File: src/rtl/mantissa_seq_multiplier.sv
// mantissa_seq_multiplier
//   Iterative unsigned shift-and-add multiplier. One N-bit ripple-carry adder
//   is reused over N cycles to build the 2N-bit product of two N-bit
//   mantissas. Operands are accepted on a start_valid/start_ready handshake.
//   The product is offered on a result_valid/result_ready handshake.
//
// Ports
//   clk           rising-edge clock
//   rst           synchronous, active-high reset
//   start_valid   a/b are valid
//   start_ready   block can accept operands (IDLE only)
//   a, b          N-bit unsigned multiplicand / multiplier
//   result_valid  product is valid (DONE)
//   result_ready  consumer accepts product
//   product       2N-bit unsigned a*b, held until handshake
//   busy          high in RUN or DONE
//
// RippleCarryAdder
//   Plain N-bit ripple-carry adder. The overflow output gives the signed
//   overflow flag. This block uses the adder for unsigned arithmetic only.

module RippleCarryAdder #(
  parameter int N = 8
) (
  input  logic [N-1:0] a,
  input  logic [N-1:0] b,
  input  logic         cin,
  output logic [N-1:0] sum,
  output logic         cout,
  output logic         overflow
);
  logic [N:0] c;

  assign c[0] = cin;

  for (genvar i = 0; i < N; i++) begin : g_fa
    assign sum[i]   = a[i] ^ b[i] ^ c[i];
    assign c[i+1]   = (a[i] & b[i]) | (c[i] & (a[i] ^ b[i]));
  end

  assign cout     = c[N];
  assign overflow = c[N] ^ c[N-1];
endmodule

// state | meaning
// IDLE  | waiting for operands, start_ready high
// RUN   | one add/shift step per cycle, N steps
// DONE  | product presented, waiting for result_ready
module mantissa_seq_multiplier #(
  parameter int N = 24
) (
  input  logic           clk,
  input  logic           rst,
  input  logic           start_valid,
  output logic           start_ready,
  input  logic [N-1:0]   a,
  input  logic [N-1:0]   b,
  output logic           result_valid,
  input  logic           result_ready,
  output logic [2*N-1:0] product,
  output logic           busy
);
  localparam int            CW   = $clog2(N);
  localparam logic [CW-1:0] LAST = CW'(N - 1);

  typedef enum logic [1:0] {IDLE, RUN, DONE} state_t;

  state_t        state_q, state_d;
  logic [N-1:0]  mcand, hi, lo;
  logic [CW-1:0] cnt;

  logic [N-1:0]   addend;
  logic [N-1:0]   sum;
  logic           cout;
  logic [2*N-1:0] acc_next;

  assign addend = lo[0] ? mcand : '0;

  RippleCarryAdder #(.N(N)) u_rca (
    .a        (hi),
    .b        (addend),
    .cin      (1'b0),
    .sum      (sum),
    .cout     (cout),
    .overflow ()
  );

  // The carry lands in the top bit of hi. The full product fits in 2N bits,
  // so the shifted-out bit 0 is the only bit dropped.
  assign acc_next = {cout, sum, lo[N-1:1]};

  always_ff @(posedge clk) begin
    if (rst) state_q <= IDLE;
    else     state_q <= state_d;
  end

  always_comb begin
    state_d = state_q;
    case (state_q)
      IDLE:    if (start_valid)  state_d = RUN;
      RUN:     if (cnt == LAST)  state_d = DONE;
      DONE:    if (result_ready) state_d = IDLE;
      default: state_d = IDLE;
    endcase
  end

  // start_ready stays low while rst is high, even though the state may
  // already read IDLE.
  assign start_ready  = (state_q == IDLE) && !rst;
  assign busy         = (state_q != IDLE);
  assign result_valid = (state_q == DONE);

  always_ff @(posedge clk) begin
    if (rst) begin
      mcand   <= '0;
      hi      <= '0;
      lo      <= '0;
      cnt     <= '0;
      product <= '0;
    end else begin
      case (state_q)
        IDLE: begin
          if (start_valid) begin
            mcand <= a;
            hi    <= '0;
            lo    <= b;
            cnt   <= '0;
          end
        end
        RUN: begin
          {hi, lo} <= acc_next;
          cnt      <= cnt + 1'b1;
          // product is loaded only on the final step, so it holds its old
          // value through IDLE and RUN.
          if (cnt == LAST) product <= acc_next;
        end
        default: ;
      endcase
    end
  end
endmodule

File: config.mk
export PLATFORM = sky130hd
export DESIGN_NAME = mantissa_seq_multiplier
export DESIGN_NICKNAME = d
export VERILOG_FILES = /design/src/rtl/mantissa_seq_multiplier.sv
export SDC_FILE = /design/constraint.sdc
export NUM_CORES = 1
export LEC_CHECK = 0
export ABC_AREA = 1
export BUFFER_PORTS_ARGS = -buffer_cell sky130_fd_sc_hd__buf_2
export CAP_MARGIN = 20
export CORE_ASPECT_RATIO = 1.75
export CORE_MARGIN = 4
export CORE_UTILIZATION = 38
export DETAILED_ROUTE_END_ITERATION = 10
export PLACE_DENSITY_LB_ADDON = 0.08
export SYNTH_ARGS = -nofsm -noshare
export SYNTH_HDL_FRONTEND = slang
export SYNTH_SLANG_ARGS = --single-unit
export TNS_END_PERCENT = 30
File: constraint.sdc
create_clock -name clk -period 14 [get_ports clk]
set_clock_uncertainty 0.2 [all_clocks]
set_input_delay 4.2 -clock clk [delete_from_list [all_inputs] [get_ports clk]]
set_output_delay 4.2 -clock clk [all_outputs]
set_load 0.03 [all_outputs]
==> metrics list <==
* Static leakage: 2.94 nW
- Post-synth design cell area: slightly below 0.006 mm²
- For this design the ratio of total power to cell area is approximately 130 mW/mm².
* Count of placed standard cells in the final layout, fillers left out: ~1.1k
- The most common cell in the synthesized netlist is nand2_1.
- Beginning of the worst register-to-register path: lo[0]
* Fmax: just under 90 MHz
- Synthesized netlist cell count: ~820
- Terminus of the critical flop-to-flop path: hi[22]
* Async set or reset register ratio after synthesis: 0%
- Average footprint of a synthesized cell: 7.26 µm²
* Routed wire length per instance: ~13 µm
- Tmin final: 11180 ps
* Die Span Y: around 170 µm
- Number of library cell types mapped by synthesis: 21
- After clock tree synthesis, the flow added hold-fix buffers numbering 0.
* RSZ-0062 raised after global routing: no
- Post-synth EDFFs: 0
* Period utilisation layout: around four fifths
- Yosys attributes the largest share of cell area to dfxtp_1, nand2_1, nor2_1.
- Half-perimeter wire length after detailed placement: 9220 µm
- Number of cells after detailed placement: about 1.1k
- The path with the worst hold slack has its endpoint at hi[10].
- I/O pins: slightly above 100
* Area growth from synthesis to layout: 19.1%
* Number of buffers inserted during clock tree synthesis: 17
* Result of the run: completed
- Commonest cells post-synth: nand2_1, nor2_1, dfxtp_1
- The tree is rooted in a clkbuf_16.
- When the netlist entered floorplanning its net count stood at 892.
- Summed over all layers, the global routing overflow is 0.
- STA classifies the critical path startpoint as a flip-flop.
* Yosys Warn Count: 0
- During placement, the flow inserted port buffers numbering a little over 100.
- Measured against its own limit, the worst slew margin works out to between 30% and 40%.
- Number of nets still failing antenna checks after routing: 0
- Total Routing Usage GR: between 15 and 20%
* Wire length of the first global-routing pass: 24000 µm
* R2r setup slk: approximately 2800 ps
* Maximum fanout encountered on the critical timing path: 25
- Initial Utilization: between 30 and 40%
- The longest clock path from root to sink contains 2 buffers.
- For the pin with the worst max-slew slack, the measured transition is 985 ps.
* Critical path type: flip-flop to flip-flop
- DIE AREA: around 0.018 mm²
- First drt pass iteration count: 6
- The synthesized design devotes to its leading area cell type a little over two fifths of total area.
- Sum Neg Setup Slack: 0 ps
- The initial antenna violation count came to 0.
* Worst-case setup margin in the final layout: approximately 2800 ps
* TritonCTS clock tree: built
* Routability cong.: about 0.85
- The worst-case IR drop observed on VDD is 86.0 µV.
* Cell count of the worst hold path: 2
- For this run, the slowest stage of the critical path takes slightly below 900 ps.
* Number of max-cap violations: 0
* Dpl ws: approximately 2800 ps
* Final routed wirelength across all metal layers: 14000 µm
- The clock net in this run drives a total of about 130 sinks.
- CP most frequent cell: fa_1
- The detailed router placed 5123 vias in this run.
* Critical path buffers and inverters: 2
* Worst path slowest cell: dfxtp_1
- The number of pins with negative max-slew slack in the final report is 0.
- In this run the most critical hold path is launched from hi[10].
- Synthesis inferred 127 register bits.
* Worst setup path start: lo[0]
* Class of the worst hold path: flip-flop to flip-flop
* # diodes: 0
- Largest net degree at the start of global routing: between 70 and 80
* Top delay family on crit path: adder cells
* Clock latency at the later pin of the worst-skew pair: about 410 ps
* Post-synth top flop: dfxtp_1
* Final setup violation count: 0
- Reg2Reg Depth: 29
* Post-synthesis sequential area ratio: approximately 43%
* Share of cells above drive strength 1: between 10% and 20%
* Data required time of the worst path: around 14000 ps
- Final layout net count: a little under 1k
- Final number of hold-violating endpoints: 0
* Die width: about 100 µm
- Core Region: 0.0153 mm²
* Crit path capture type: flip-flop
- Via count of the first global-routing pass: between 5k and 6k
- In this run, the number of DRC markers left after iteration 0 of detailed routing was 144.
- Data arrives at the worst endpoint at about 11000 ps.
- Library cell occupying the most area in the post-synthesis netlist: dfxtp_1
- Post-cts sizing count: 0
- In the routed design, unresolved DRC markers number 0.
- After clock tree synthesis, the clock-pin slew on the worst setup and hold paths is approximately 60 ps.
- Row Count: 60
- # H-tree levels: 4
* Vias per Instance: ~4.7
- Post CTS Setup Buffer Count: 0
[cell type report]
type | instances | area (µm²)
tap | 186 | 233
clock buffer | 19 | 443
fill | 1617 | 8260
clock inverter | 13 | 164
timing repair buffer | 109 | 583
sequential | 127 | 2540
inverter | 64 | 241
multi-input combinational | 567 | 2850
[kinds of logic after synthesis]
| group | Yosys count | share of synthesized area, % |
|---|---|---|
| AND/OR/NAND/NOR | 417 | 29.0 |
| buffers and inverters | 121 | 9.30 |
| adder cells (fa/ha/maj) | 25 | 8.20 |
| AO/OA/AOI/OAI | 125 | 10.6 |
| flip-flops | 127 | 42.9 |
[state kept, by name, summed over array words and instances, names as in the netlist]
signal / cells
cnt: 5
lo: 24
product: 48
mcand: 24
state_q: 2
hi: 24
[stage by stage]
| step | utilization, % | area (µm²) | hold slack, ps | power [W] |
|---|---|---|---|---|
| 2_1_floorplan | - | 5920 | 244 | 0.000445 |
| 3_3_place_gp | 41.9 | 6420 | 253 | 0.000464 |
| 3_5_place_dp | 41.9 | 6420 | 259 | 0.000466 |
| 4_1_cts | 45.9 | 7030 | 268 | 0.000920 |
| 5_1_grt | 46.1 | 7050 | 283 | 0.000947 |
| 6_report | 46.1 | 7050 | 267 | 0.000907 |
[cells in the final DEF (no fill, tap or decap), drive strengths merged]
master,instances
nand2,183
nor2,154
dfxtp,127
buf,109
a21oi,75
inv,64
nand3,52
o21ai,50
or2,25
fa,23
clkbuf,19
clkinv,8
bufinv,3
nand4,2
ha,2
clkinvlp,2
nor3,1
[per-layer routing]
| layer | track usage, % | vias to the layer above | wire length, µm |
|---|---|---|---|
| met5 | 0 | - | 0 |
| met4 | 5.64 | 0 | 246 |
| met3 | 3.15 | 15 | 500 |
| met2 | 30.4 | 92 | 7330 |
| met1 | 19.1 | 2330 | 5970 |
| li1 | - | 2686 | - |
[power by group]
part           total (W)  internal [W]  switching [W]
Clock           0.000449      0.000285       0.000164
Combinational  0.0000757     0.0000257      0.0000500
Sequential      0.000382      0.000375     0.00000721
[how the worst max path moves through the flow]
stage               slack [ps]  depth (start not counted)  endpoint
floorplan                 3640                         28    hi[22]
global placement          2950                         29    hi[22]
detailed placement        2830                         29    hi[22]
CTS                       2740                         29    hi[22]
global route              2310                         29    hi[22]
finish                    2820                         29    hi[22]
[worst register-to-register path, delay by kind of cell, from the launching register on]
family / cells / cell delay (ps)
adder cells (fa/ha/maj): 24 / 9320
flip-flops: 1 / 880
AND/OR/NAND/NOR: 2 / 410
buffers and inverters: 2 / 150
AO/OA/AOI/OAI: 1 / 140
Note: power is estimated with default switching activity, not from simulation.
